File: src/rtl/wb_issue_arbiter.sv
// Write-back issue arbiter: per-unit result FIFOs feeding one registered write-back port,
// with locked slice bursts. Define WB_FIXED_PRIO_EN for fixed-priority IDLE grants.
module wb_issue_arbiter #(
  parameter int unsigned NUM_UNIT   = 2,
  parameter int unsigned FIFO_DEPTH = 4,
  parameter int unsigned IDX_W      = 8,
  parameter int unsigned LEN_W      = 4,
  parameter int unsigned DATA_W     = 32
) (
  input  logic                         clock,
  input  logic                         reset,
  input  logic [NUM_UNIT-1:0]          I_Unit_Valid,
  input  logic [NUM_UNIT*IDX_W-1:0]    I_Unit_Index,
  input  logic [NUM_UNIT*LEN_W-1:0]    I_Unit_Len,
  input  logic [NUM_UNIT*DATA_W-1:0]   I_Unit_Data,
  output logic [NUM_UNIT-1:0]          O_Unit_Ready,
  input  logic                         I_Full,
  input  logic                         I_Stall,
  output logic                         O_WB_Valid,
  output logic [IDX_W-1:0]             O_WB_Index,
  output logic [DATA_W-1:0]            O_WB_Data,
  output logic                         O_Busy
);

  localparam int unsigned PTR_W  = (FIFO_DEPTH > 1) ? $clog2(FIFO_DEPTH) : 1;
  localparam int unsigned CNT_W  = PTR_W + 1;
  localparam int unsigned UNIT_W = (NUM_UNIT > 1) ? $clog2(NUM_UNIT) : 1;

  typedef struct packed {
    logic [IDX_W-1:0]  idx;
    logic [LEN_W-1:0]  len;
    logic [DATA_W-1:0] data;
  } entry_t;

  typedef enum logic {ST_IDLE = 1'b0, ST_BURST = 1'b1} state_t;

  entry_t             mem_q    [NUM_UNIT][FIFO_DEPTH];
  entry_t             entry_in [NUM_UNIT];
  entry_t             head     [NUM_UNIT];
  logic [PTR_W-1:0]   wr_ptr_q [NUM_UNIT];
  logic [PTR_W-1:0]   wr_ptr_d [NUM_UNIT];
  logic [PTR_W-1:0]   rd_ptr_q [NUM_UNIT];
  logic [PTR_W-1:0]   rd_ptr_d [NUM_UNIT];
  logic [CNT_W-1:0]   count_q  [NUM_UNIT];
  logic [CNT_W-1:0]   count_d  [NUM_UNIT];
  logic [NUM_UNIT-1:0] push, pop, nonempty, full;

  state_t             state_q, state_d;
  logic [UNIT_W-1:0]  rr_q, rr_d, lock_q, lock_d;
  logic [UNIT_W-1:0]  start, grant;
  logic               grant_valid;
  logic [IDX_W-1:0]   base_q, base_d;
  logic [LEN_W-1:0]   cnt_q, cnt_d, k_q, k_d;
  logic               wb_valid_q, wb_valid_d;
  logic [IDX_W-1:0]   wb_index_q, wb_index_d;
  logic [DATA_W-1:0]  wb_data_q, wb_data_d;
  logic               busy_q, busy_d;
  logic               en;
  entry_t             gnt_head, lock_head;

  function automatic logic [UNIT_W-1:0] next_unit(input logic [UNIT_W-1:0] u);
    if (u == UNIT_W'(NUM_UNIT - 1)) return '0;
    return u + 1'b1;
  endfunction

  assign en           = ~I_Full & ~I_Stall;
  assign O_Unit_Ready = ~full;
  assign gnt_head     = head[grant];
  assign lock_head    = head[lock_q];

  // FIFO status and input unpacking; ready reflects the registered count only
  always_comb begin
    for (int u = 0; u < NUM_UNIT; u++) begin
      entry_in[u].idx  = I_Unit_Index[u*IDX_W +: IDX_W];
      entry_in[u].len  = I_Unit_Len[u*LEN_W +: LEN_W];
      entry_in[u].data = I_Unit_Data[u*DATA_W +: DATA_W];
      full[u]          = (count_q[u] == CNT_W'(FIFO_DEPTH));
      nonempty[u]      = (count_q[u] != '0);
      push[u]          = I_Unit_Valid[u] & ~full[u];
      head[u]          = mem_q[u][rd_ptr_q[u]];
    end
  end

  always_comb begin
    for (int u = 0; u < NUM_UNIT; u++) begin
      wr_ptr_d[u] = wr_ptr_q[u] + PTR_W'(push[u]);
      rd_ptr_d[u] = rd_ptr_q[u] + PTR_W'(pop[u]);
      count_d[u]  = count_q[u] + CNT_W'(push[u]) - CNT_W'(pop[u]);
    end
  end

`ifdef WB_FIXED_PRIO_EN
  assign start = '0;
`else
  assign start = rr_q;
`endif

  // First non-empty unit at or after the start pointer, wrapping
  always_comb begin
    int cand;
    grant_valid = 1'b0;
    grant       = '0;
    cand        = 0;
    for (int i = 0; i < NUM_UNIT; i++) begin
      cand = (int'(start) + i) % NUM_UNIT;
      if (!grant_valid && nonempty[UNIT_W'(cand)]) begin
        grant_valid = 1'b1;
        grant       = UNIT_W'(cand);
      end
    end
  end

  always_ff @(posedge clock) begin
    if (reset) state_q <= ST_IDLE;
    else       state_q <= state_d;
  end

  always_comb begin
    state_d = state_q;
    case (state_q)
      ST_IDLE:  if (en && grant_valid && gnt_head.len != '0) state_d = ST_BURST;
      ST_BURST: if (en && nonempty[lock_q] && cnt_q == LEN_W'(1)) state_d = ST_IDLE;
      default:  state_d = ST_IDLE;
    endcase
  end

  // Pop selection and write-back datapath
  always_comb begin
    pop        = '0;
    wb_valid_d = 1'b0;
    wb_index_d = wb_index_q;
    wb_data_d  = wb_data_q;
    rr_d       = rr_q;
    lock_d     = lock_q;
    base_d     = base_q;
    cnt_d      = cnt_q;
    k_d        = k_q;
    busy_d     = (|nonempty) | (state_q == ST_BURST);
    case (state_q)
      ST_IDLE: begin
        if (en && grant_valid) begin
          pop[grant] = 1'b1;
          wb_valid_d = 1'b1;
          wb_index_d = gnt_head.idx;
          wb_data_d  = gnt_head.data;
          if (gnt_head.len == '0) begin
            rr_d = next_unit(grant);
          end else begin
            lock_d = grant;
            base_d = gnt_head.idx;
            cnt_d  = gnt_head.len;
            k_d    = LEN_W'(1);
          end
        end
      end
      ST_BURST: begin
        if (en && nonempty[lock_q]) begin
          pop[lock_q] = 1'b1;
          wb_valid_d  = 1'b1;
          wb_index_d  = base_q + IDX_W'(k_q);
          wb_data_d   = lock_head.data;
          k_d         = k_q + LEN_W'(1);
          cnt_d       = cnt_q - LEN_W'(1);
          if (cnt_q == LEN_W'(1)) rr_d = next_unit(lock_q);
        end
      end
      default: ;
    endcase
  end

  always_ff @(posedge clock) begin
    if (reset) begin
      for (int u = 0; u < NUM_UNIT; u++) begin
        wr_ptr_q[u] <= '0;
        rd_ptr_q[u] <= '0;
        count_q[u]  <= '0;
      end
      rr_q       <= '0;
      lock_q     <= '0;
      base_q     <= '0;
      cnt_q      <= '0;
      k_q        <= '0;
      wb_valid_q <= 1'b0;
      wb_index_q <= '0;
      wb_data_q  <= '0;
      busy_q     <= 1'b0;
    end else begin
      for (int u = 0; u < NUM_UNIT; u++) begin
        wr_ptr_q[u] <= wr_ptr_d[u];
        rd_ptr_q[u] <= rd_ptr_d[u];
        count_q[u]  <= count_d[u];
      end
      rr_q       <= rr_d;
      lock_q     <= lock_d;
      base_q     <= base_d;
      cnt_q      <= cnt_d;
      k_q        <= k_d;
      wb_valid_q <= wb_valid_d;
      wb_index_q <= wb_index_d;
      wb_data_q  <= wb_data_d;
      busy_q     <= busy_d;
    end
  end

  // FIFO storage needs no reset; emptiness is tracked by the counts
  always_ff @(posedge clock) begin
    for (int u = 0; u < NUM_UNIT; u++) begin
      if (push[u]) mem_q[u][wr_ptr_q[u]] <= entry_in[u];
    end
  end

  assign O_WB_Valid = wb_valid_q;
  assign O_WB_Index = wb_index_q;
  assign O_WB_Data  = wb_data_q;
  assign O_Busy     = busy_q;

endmodule

File: config.mk
export PLATFORM = sky130hd
export DESIGN_NAME = wb_issue_arbiter
export DESIGN_NICKNAME = d
export VERILOG_FILES = /design/src/rtl/wb_issue_arbiter.sv
export SDC_FILE = /design/constraint.sdc
export NUM_CORES = 1
export LEC_CHECK = 0
export BUFFER_PORTS_ARGS = -buffer_cell sky130_fd_sc_hd__buf_2
export CAP_MARGIN = 20
export CORE_MARGIN = 2
export CORE_UTILIZATION = 64
export CTS_BUF_LIST = sky130_fd_sc_hd__clkbuf_16
export DETAILED_ROUTE_END_ITERATION = 12
export GPL_ROUTABILITY_DRIVEN = 0
export GPL_TIMING_DRIVEN = 0
export PLACE_DENSITY = 0.84
export SLEW_MARGIN = 25
export SYNTH_ARGS = -nofsm -noshare
export SYNTH_HDL_FRONTEND = slang
export SYNTH_SLANG_ARGS = --single-unit
File: constraint.sdc
create_clock -name clock -period 10.2 [get_ports clock]
set_clock_uncertainty 0.15 [all_clocks]
set_input_delay 1.02 -clock clock [delete_from_list [all_inputs] [get_ports clock]]
set_output_delay 1.02 -clock clock [all_outputs]
set_load 0.005 [all_outputs]
==> out/qor.csv, run 1 <==
stage;metric;value;unit
synth;netlist_top_cells_area;edfxtp_1, mux4_2, dfxtp_1;
worst_setup_path;critPathCaptureType;flip-flop;
synth;synth_top_cell_by_area;edfxtp_1;
cts;clk_latency;540;ps
sta;min_period_over_period;0.342;
synth;seq_area_frac_synth;0.734;
cts;cts.clk_slew.worst_paths;60;ps
power;max-vdd-ir-drop;0.000151;V
drt;drt-pass1-iter-count;6;
sta;fin_setup_tns;0;ps
sta;max_freq;287;MHz
floorplanning;coreArea;25200;µm²
floorplanning;ios;138;
placement;place_hpwl;23.9;mm
worst_setup_path;worstRegToRegCells;12;
floorplanning;design.die.area;27000;µm²
sta;relSlewSlack;0.461;
floorplanning;die_h;164;µm
worst_setup_path;slowest_stage;o31ai_4;
cts;clock_path_buffers;3;
floorplanning;start_util;0.653;
power;total_leakage_power;6.92;nW
sta;finalHoldViolations;0;
layout;drive_gt1_frac;0.310;
sta;worst_pin_slew;809;ps
sta;final.setup.worst_slack;6710;ps
synth;syn_area;16400;µm²
layout;areaGrowthSynthToFinish;17.6;%
worst_setup_path;start_kind;flip-flop;
global_route;globalRouteMet2Util;0.460;
cts;cts_tree;yes;
drt;vias;9342;
global_route;grt_use_total;0.284;
synth;ys_types;48;
sta;setup_viol;0;
floorplanning;die_x;164;µm
synth;synth_ff_type;edfxtp_1;
synth;synth_top_area_frac;0.643;
worst_setup_path;path_max_fanout;10;
cts;clockRootBuffer;clkbuf_16;
global_route;overflow;0;
worst_setup_path;worstPathCellList;o31ai_4 -> o21a_1 -> buf_2 -> buf_2 -> nor2_1 -> ha_1 -> inv_1 -> ha_1 -> fa_1 -> xnor2_1 -> xnor2_1 -> nor2_1;
cts;cts_setup_buffers;0;
cts;postCtsHoldBufs;0;
power;total_power;0.00446;W
global_route;met1_usage;0.380;
sta;drv_slew;0;
global_route;grt.busiest_layer;met2;
layout;layout.cells.non_filler;1472;
synth;async_reset_ff_frac;0;
drt;drt-total-wl;37.5;mm
power;powerDensity;231;nW/µm²
drt;drt-wirelength-per-cell;25.5;µm
run_status;status;completed;
cts;cts_made_buffers;42;
worst_setup_path;slowest_delay;490;ps
cts;htreeDepth;2;
global_route;grt_pass1_vias;9430;
sta;rsz0062_at_grt;false;
placement;numPortBuffers;136;
placement;dp_slack;6500;ps
placement;placed_cells;1382;
drt;drc_errors;0;
synth;syn_area_per_cell;18.6;µm²
synth;synth_edf_count;352;
global_route;grt_max_degree;37;
layout;layout_commonest_cell;edfxtp_1;
min_path;worstHoldPathType;reg2reg;
layout;fin_nets;1208;
cts;cts.sinks;427;
min_path;hold_depth;2;
synth;syn_inst;884;
worst_setup_path;cp_data_required_time;10440;ps
layout;layout_common_cells;edfxtp_1, buf_2, mux4_2;
global_route;grt_first_pass_wirelength;55.5;mm
global_route;antenna_found_initial;16;
floorplanning;rows;58;
drt;drt_iter0_drc;1189;
global_route;use_met3;0.0545;
synth;ys_warn_count;0;
drt;avgViaCountPerCell;6.35;
cts;cts_resized;0;
synth;synth-seq-cells;427;
run;cap_violations;0;
worst_setup_path;worstPathArrival;3730;ps
sta;period_needed;3490;ps
synth;syn-num-nets;996;
drt;ant_nets;0;
worst_setup_path;critPathKind;reg2reg;
[cell usage after synthesis, types with 3 or more instances]
master    count
edfxtp_1    352
mux4_2       88
dfxtp_1      75
nor2_1       64
mux2i_1      46
a211oi_1     37
nand2_1      27
clkbuf_1     21
a21oi_1      18
inv_1        18
buf_2        16
ha_1         15
nand3_1      12
nor2b_1      10
o21ai_0      10
xnor2_1      10
nor3_1        8
buf_1         5
mux2_2        4
and3_1        3
fa_1          3
o21ai_1       3
or3_1         3
[cells by family after synthesis]
kind of cell | count (synthesis) | synth area share
adder cells (fa/ha/maj) | 18 | 0.0151
flip-flops | 427 | 0.734
XOR/XNOR | 12 | 0.00639
AO/OA/AOI/OAI | 90 | 0.0383
buffers and inverters | 63 | 0.0165
multiplexers | 138 | 0.151
AND/OR/NAND/NOR | 136 | 0.0385
[routing by layer]
metal | wire length, µm | share of wire
met5 | 23 | 0.00061
met4 | 1280 | 0.034
met3 | 3250 | 0.087
met2 | 18700 | 0.50
met1 | 14200 | 0.38
[state kept, by name, indices dropped and copies added, names as in the netlist, 4 cells and up]
signal / flops
mem_q: 352
k_q: 4
O_WB_Index: 8
O_WB_Data: 32
base_q: 8
wr_ptr_q: 4
rd_ptr_q: 4
count_q: 6
cnt_q: 4
[cell type report]
class / count / area (µm²)
Antenna cell: 12 / 30.0
Inverter: 19 / 71.3
Clock buffer: 43 / 1080
Buffer: 44 / 200
Timing Repair Buffer: 168 / 1040
Tap cell: 330 / 413
Fill cell: 1286 / 5850
Sequential cell: 427 / 12100
Multi-Input combinational cell: 394 / 4150
Clock inverter: 35 / 280
[per-stage QoR]
| step | hold slack (ps) | utilization | cell area [µm²] |
|---|---|---|---|
| after floorplan | 298 | - | 16400 |
| after global placement | 286 | 0.697 | 17500 |
| after detailed placement | 292 | 0.713 | 17900 |
| after CTS | 300 | 0.767 | 19300 |
| after global routing | 322 | 0.768 | 19300 |
| final | 299 | 0.768 | 19300 |
[worst paths after layout]
check                startpoint       endpoint  slack [ps]
setup / recovery  count_q[0][2]  count_q[0][5]        6710
setup reg to reg  count_q[0][2]  count_q[0][5]        6710
hold / removal    O_WB_Index[0]  O_WB_Index[0]         300
hold reg to reg   O_WB_Index[0]  O_WB_Index[0]         300
[where the power goes]
group / internal (W) / leakage, nW / switching, W
clock network: 0.000869 / 0.712 / 0.000635
registers: 0.00211 / 3.84 / 0.0000921
logic: 0.000327 / 2.37 / 0.000425
total: 0.00331 / 6.92 / 0.00115
[critical path, delay by kind of cell, from the launching register on]
| kind | cells | cell delay, ps |
|---|---|---|
| xor gates and xnor gates | 2 | 320 |
| adders and majority gates | 3 | 890 |
| buffers and inverters | 3 | 740 |
| AOI/OAI and AO/OA | 2 | 650 |
| DFF | 1 | 390 |
| and+or+nand+nor | 2 | 210 |
(Power assumes the default switching activity.)
==> run 2: changes to the inputs <==
--- a/config.mk
+++ b/config.mk
@@ -5,15 +5,16 @@
 export SDC_FILE = /design/constraint.sdc
 export NUM_CORES = 1
 export LEC_CHECK = 0
+export ABC_AREA = 1
 export BUFFER_PORTS_ARGS = -buffer_cell sky130_fd_sc_hd__buf_2
 export CAP_MARGIN = 20
 export CORE_MARGIN = 2
-export CORE_UTILIZATION = 64
+export CORE_UTILIZATION = 60
 export CTS_BUF_LIST = sky130_fd_sc_hd__clkbuf_16
 export DETAILED_ROUTE_END_ITERATION = 12
 export GPL_ROUTABILITY_DRIVEN = 0
 export GPL_TIMING_DRIVEN = 0
-export PLACE_DENSITY = 0.84
+export PLACE_DENSITY = 0.79
 export SLEW_MARGIN = 25
 export SYNTH_ARGS = -nofsm -noshare
 export SYNTH_HDL_FRONTEND = slang
==> constraint.sdc (replaced) <==
create_clock -name clock -period 3.5 [get_ports clock]
set_clock_uncertainty 0.15 [all_clocks]
set_input_delay 0.35 -clock clock [delete_from_list [all_inputs] [get_ports clock]]
set_output_delay 0.35 -clock clock [all_outputs]
set_load 0.005 [all_outputs]
==> run 2 against run 1 <==
Against the previous run:
- setup slack got worse by 6300 ps
- combinational power increased to 3.9 times the previous value
- cell area increased by 8.3%
- maximum frequency increased by 13%
- critical path type unchanged
- critical endpoint unchanged
==> out/qor.csv, run 2 <==
stage;metric;value;unit;change
layout;final_util;0.752;;-0.0163
synth;synth_top_cell_by_area;edfxtp_1;;
sta;rsz0062_at_grt;false;;
run_status;status;completed;;
min_path;worstHoldPathType;in2reg;;
cts;cts.clk_slew.worst_paths;60;ps;about the same
worst_setup_path;worstPathArrival;3330;ps;-400 ps
run;cap_violations;0;;unchanged
sta;period_needed;3090;ps;-404 ps
floorplanning;start_util;0.612;;-0.0407
layout;largest_reg_flops;352;;unchanged
drt;avgViaCountPerCell;5.98;;-5.8%
power;total_leakage_power;7.93;nW;+15%
synth;seq_area_frac_synth;0.708;;-0.0264
synth;synth_ff_type;edfxtp_1;;
worst_setup_path;setup.worst_path.start;state_q;;
drt;drt-wirelength-per-cell;21.6;µm;-15%
global_route;use_met3;0.0473;;-0.00727
power;powerDensity;670;nW/µm²;+190%
synth;synth_top_family_by_area;compound AO/OA/AOI/OAI gates;;
layout;drive_gt1_frac;0.203;;-0.107
global_route;grt_first_pass_wirelength;69.9;mm;+26%
drt;drc_errors;0;;unchanged
cts;clock_path_buffers;3;;unchanged
cts;cts_made_buffers;42;;unchanged
synth;syn-num-nets;1507;;+51%
synth;syn_inst;1395;;+58%
synth;synth.area.mux_share;0.000587;;-0.151
layout;layout_commonest_cell;edfxtp_1;;
sta;finalHoldViolations;0;;unchanged
worst_setup_path;cp_data_required_time;3750;ps;-6690 ps
synth;synth_edf_count;352;;unchanged
floorplanning;rows;61;;+5.2%
drt;drt-pass1-iter-count;6;;unchanged
worst_setup_path;rr_startpoint;state_q;;
synth;ys_warn_count;0;;unchanged
global_route;grt_max_degree;16;;-57%
placement;place_hpwl;30.5;mm;+28%
floorplanning;die_x;173;µm;+5.1%
placement;numPortBuffers;136;;unchanged
floorplanning;die_h;173;µm;+5.1%
cts;cts_setup_buffers;0;;unchanged
synth;synthAdderAreaFrac;0.0145;;-0.000541
min_path;hold_end;O_WB_Valid;;
layout;fin_nets;1821;;+51%
global_route;globalRouteMet2Util;0.503;;+0.0426
cts;cts_resized;0;;unchanged
floorplanning;design.die.area;29800;µm²;+10%
floorplanning;ios;138;;unchanged
sta;setup_viol;0;;unchanged
worst_setup_path;path_max_fanout;10;;unchanged
synth;synth_common_cells;edfxtp_1, nand2_1, nor2_1, o21ai_0, dfxtp_1;;
synth;synth_top_area_frac;0.620;;-0.0231
drt;drt-total-wl;45.9;mm;+22%
sta;relSlewSlack;0.442;;-0.0182
cts;cts_tree;yes;;
worst_setup_path;critPathKind;reg2reg;;
sta;drv_slew;0;;unchanged
sta;max_freq;324;MHz;+13%
floorplanning;coreArea;27900;µm²;+11%
cts;cts.sinks;427;;unchanged
layout;layout_common_cells;edfxtp_1, nand2_1, buf_2;;
sta;fin_setup_tns;0;ps;unchanged
min_path;hold_depth;2;;unchanged
synth;ys_types;42;;-13%
synth;syn_area_per_cell;12.2;µm²;-34%
layout;nFillCells;1713;;+33%
cts;htreeDepth;2;;unchanged
global_route;grt_pass1_vias;12536;;+33%
synth;synth-seq-cells;427;;unchanged
synth;async_reset_ff_frac;0;;unchanged
sta;worst_pin_slew;836;ps;+27.4 ps
placement;dp_slack;515;ps;-5990 ps
global_route;antenna_found_initial;0;;-16
worst_setup_path;worstRegToRegCells;13;;+1
synth;syn_area;17100;µm²;+3.7%
global_route;met1_usage;0.401;;+0.0203
power;max-vdd-ir-drop;0.000505;V;+240%
worst_setup_path;r2r_slack;410;ps;-6300 ps
synth;synth.most_common_cell;edfxtp_1;;
sta;final.setup.worst_slack;414;ps;-6300 ps
global_route;overflow;0;;unchanged
layout;areaGrowthSynthToFinish;22.7;%;
drt;ant_nets;0;;unchanged
synth;netlist_top_cells_area;edfxtp_1, dfxtp_1, nand2_1;;
worst_setup_path;start_kind;flip-flop;;
worst_setup_path;critPathCaptureType;flip-flop;;
global_route;grt_use_total;0.306;;+0.0216
synth;synth_xor_area_frac;0.00667;;+0.000284
sta;hold_slack;120;ps;-178 ps
layout;antenna_cells;0;;-12
synth;synthSimpleGateAreaFrac;0.113;;+0.0747
drt;vias;12675;;+36%
drt;drt_iter0_drc;1597;;+34%
min_path;holdCritStartpoint;reset;;
sta;min_period_over_period;0.882;;+0.539
cts;clockRootBuffer;clkbuf_16;;
worst_setup_path;reg2reg_to;count_q[0][5];;
global_route;grt.busiest_layer;met2;;
synth;synth_compound_area_frac;0.118;;+0.0799
cts;clk_latency;550;ps;about the same
[run 2: layout make-up]
cell class / instances / area (µm²) / area share
sequential: 427 / 12100 / 0.577
multi-input combinational: 828 / 4370 / 0.209
timing repair buffer: 270 / 1940 / 0.0929
clock buffer: 43 / 1080 / 0.0514
tap: 378 / 473 / 0.0226
buffer: 84 / 450 / 0.0215
clock inverter: 35 / 337 / 0.0161
inverter: 56 / 218 / 0.0104
[run 2: kinds of logic (layout without fill, tap and decap cells)]
family / count (synthesis) / in the layout
AO/OA/AOI/OAI: 331 / 331
XOR/XNOR: 13 / 13
adder cells (fa/ha/maj): 18 / 18
buffers and inverters: 140 / 488
flip-flops: 427 / 427
multiplexers: 1 / 1
AND/OR/NAND/NOR: 465 / 465
[run 2: critical path, cell delays in order (launching register included)]
cell	delay, ps
dfxtp_1	510
inv_2	180
nor2_1	200
a21oi_2	90
inv_2	70
buf_4	160
buf_2	310
nor2_1	150
ha_1	300
inv_1	40
ha_1	180
fa_1	390
xor2_1	170
nor2_1	50
[run 2: worst max path at each step]
stage / endpoint / slack, ps / cells after the start
floorplan: mem_q[0][100] / -810 / 4
global placement: mem_q[0][335] / -3150 / 4
detailed placement: count_q[0][5] / 510 / 13
CTS: count_q[0][5] / 480 / 13
global route: count_q[0][5] / 250 / 13
finish: count_q[0][5] / 410 / 13
[run 2: routing by layer]
| metal | vias up | wire [µm] | share of wire |
|---|---|---|---|
| met4 | 0 | 2380 | 0.052 |
| li1 | 5649 | - | - |
| met2 | 795 | 21900 | 0.48 |
| met5 | - | 0 | 0 |
| met1 | 6080 | 17300 | 0.38 |
| met3 | 151 | 4350 | 0.095 |
[run 2: through the flow]
stage	power (W)	instances	instance area [µm²]
detailed placement	0.00934	1955	18600
global route	0.0145	2121	20900
CTS	0.0140	2121	20900
global placement	0.00916	1909	18200
finish	0.0140	2121	20900
floorplan	0.00822	1395	17100
[run 2: report_power, final]
| part | switching [W] | internal [W] |
|---|---|---|
| combinational | 0.00193 | 0.00104 |
| sequential | 0.000277 | 0.00618 |
| clock | 0.00191 | 0.00269 |
[run 2: repair_timing]
item                                    in CTS  in global routing
hold buffers                                88                  0
hold endpoints to repair                   352                  0
endpoints found under the setup margin       0                  0
==> run 3: changes to the inputs <==
--- a/config.mk
+++ b/config.mk
@@ -11,10 +11,12 @@
 export CORE_MARGIN = 2
 export CORE_UTILIZATION = 60
 export CTS_BUF_LIST = sky130_fd_sc_hd__clkbuf_16
+export CTS_CLUSTER_SIZE = 14
 export DETAILED_ROUTE_END_ITERATION = 12
 export GPL_ROUTABILITY_DRIVEN = 0
 export GPL_TIMING_DRIVEN = 0
 export PLACE_DENSITY = 0.79
+export RECOVER_POWER = 50
 export SLEW_MARGIN = 25
 export SYNTH_ARGS = -nofsm -noshare
 export SYNTH_HDL_FRONTEND = slang
==> run 3 against run 2 <==
Against the previous run:
- wire length up 0.49%
- clock power decreased by 2%
- combinational power decreased by 1%
- clock-buffer cell count did not move
- die area unchanged
- utilization down 0.72 points
- sequential cell count is the same
- global-route usage increased by 0.15 points
- critical path type unchanged
==> out/qor.csv, run 3 (synthesized netlist as in run 2, its figures left out) <==
stage;metric;value;unit;change
global_route;grt_pass1_vias;12594;;+0.46%
global_route;grt_max_degree;16;;unchanged
min_path;hold_end;O_WB_Valid;;
drt;avgViaCountPerCell;5.95;;-0.47%
drt;drt-wirelength-per-cell;21.8;µm;+0.49%
sta;finalHoldViolations;0;;unchanged
power;powerDensity;670;nW/µm²;+0.10%
cts;clock_path_buffers;3;;unchanged
power;total_leakage_power;7.56;nW;-4.7%
floorplanning;rows;61;;unchanged
cts;cts_resized;0;;unchanged
drt;vias;12615;;-0.47%
sta;worst_pin_slew;862;ps;+25.4 ps
floorplanning;design.die.area;29800;µm²;unchanged
sta;period_needed;3200;ps;+110 ps
floorplanning;ios;138;;unchanged
min_path;holdCritStartpoint;reset;;
layout;antenna_cells;0;;unchanged
cts;cts.sinks;427;;unchanged
cts;cts_tree;yes;;
cts;htreeDepth;2;;unchanged
global_route;antenna_found_initial;1;;+1
layout;largest_reg_flops;352;;unchanged
sta;drv_slew;0;;unchanged
worst_setup_path;worstPathArrival;3440;ps;+110 ps
layout;nFillCells;1788;;+4.4%
floorplanning;die_h;173;µm;unchanged
placement;placed_cells;1955;;unchanged
min_path;hold_depth;2;;unchanged
drt;drc_errors;0;;unchanged
layout;layout.cells.non_filler;2121;;unchanged
layout;fin_nets;1821;;unchanged
cts;cts_setup_buffers;0;;unchanged
sta;rsz0062_at_grt;false;;
layout;multi_input_area;4350;µm²;-0.46%
cts;cts.clk_slew.worst_paths;60;ps;about the same
global_route;grt_first_pass_wirelength;70.1;mm;+0.42%
worst_setup_path;path_max_fanout;10;;unchanged
global_route;overflow;0;;unchanged
sta;min_period_over_period;0.913;;+0.0316
layout;layout_commonest_cell;edfxtp_1;;
worst_setup_path;r2r_slack;300;ps;-110 ps
drt;ant_nets;0;;unchanged
layout;final_util;0.744;;-0.00723
worst_setup_path;critPathCaptureType;flip-flop;;
floorplanning;coreArea;27900;µm²;unchanged
layout;ff_latch_area;12100;µm²;unchanged
layout;layout_common_cells;edfxtp_1, nand2_1, nor2_1;;
floorplanning;die_x;173;µm;unchanged
sta;setup_viol;0;;unchanged
drt;drt-pass1-iter-count;8;;+2
cts;postCtsHoldBufs;88;;unchanged
worst_setup_path;cp_data_required_time;3750;ps;about the same
cts;clockRootBuffer;clkbuf_16;;
sta;max_freq;313;MHz;-3.5%
worst_setup_path;critPathKind;reg2reg;;
power;max-vdd-ir-drop;0.000519;V;+2.7%
placement;place_hpwl;30.5;mm;unchanged
cts;clk_latency;550;ps;about the same
run;cap_violations;0;;unchanged
worst_setup_path;worstRegToRegCells;13;;unchanged
global_route;grt_use_total;0.307;;+0.00145
worst_setup_path;reg2reg_to;count_q[0][5];;
sta;relSlewSlack;0.426;;-0.0169
placement;numPortBuffers;136;;unchanged
floorplanning;start_util;0.612;;unchanged
worst_setup_path;start_kind;flip-flop;;
layout;areaGrowthSynthToFinish;21.5;%;
worst_setup_path;rr_startpoint;state_q;;
drt;drt_iter0_drc;1517;;-5.0%
run_status;status;completed;;
layout;drive_gt1_frac;0.131;;-0.0717
min_path;worstHoldPathType;in2reg;;
drt;drt-total-wl;46.1;mm;+0.49%
cts;cts_made_buffers;42;;unchanged
## run 3: changes by cell type in the layout (fill, tap and decap cells not counted), moves of 2 or more
cell,change
buf_2,-115
nor3_2,-4
nor3_1,+4
clkinv_2,-2
clkbuf_1,+115
inv_1,+4
## run 3: cell type report
class,count,share of cell area
Buffer,84,0.0217
Timing Repair Buffer,270,0.0867
Tap cell,378,0.0228
Clock inverter,35,0.0146
Sequential cell,427,0.582
Multi-Input combinational cell,828,0.210
Inverter,56,0.0105
Clock buffer,43,0.0519
## run 3: power breakdown
part	internal [W]	total, W	switching, W	leakage (nW)
combinational	0.00100	0.00293	0.00193	3.01
clock	0.00261	0.00451	0.00190	0.715
sequential	0.00618	0.00646	0.000282	3.84
## run 3: per-layer routing
| metal | vias to the layer above | GRT usage | wire, µm |
|---|---|---|---|
| met2 | 755 | 0.503 | 22200 |
| met4 | 0 | 0.162 | 2500 |
| met5 | - | 0 | 0 |
| met3 | 156 | 0.0521 | 4180 |
| li1 | 5638 | - | - |
| met1 | 6066 | 0.397 | 17300 |
## run 3: worst max path at each step
| stage | end | slack, ps | from |
|---|---|---|---|
| 2_1_floorplan | mem_q[0][100] | -810 | count_q[0][1] |
| 3_3_place_gp | mem_q[0][335] | -3150 | count_q[0][4] |
| 3_5_place_dp | count_q[0][5] | 510 | state_q |
| 4_1_cts | count_q[0][5] | 480 | state_q |
| 5_1_grt | count_q[0][5] | 120 | state_q |
| 6_report | count_q[0][5] | 300 | state_q |
## run 3: worst max-delay path, cell delays in order (launching register included)
cell     delay (ps)
dfxtp_1         500
inv_1           250
nor2_1          230
a21oi_2          90
inv_2            70
buf_4           160
buf_2           310
nor2_1          150
ha_1            290
inv_1            40
ha_1            180
fa_1            390
xor2_1          180
nor2_1           50
## run 3: stage by stage
stage          setup slack (ps)  power, W  TNS (ps)  hold WS [ps]  instance area [µm²]
6_report                    304    0.0139         0           118                20700
5_1_grt                     118    0.0144         0           139                20700
4_1_cts                     479    0.0139         0           105                20900
3_5_place_dp                515   0.00934         0           310                18600
3_3_place_gp              -3150   0.00916   -968570           306                18200
2_1_floorplan              -814   0.00822   -250060           299                17100
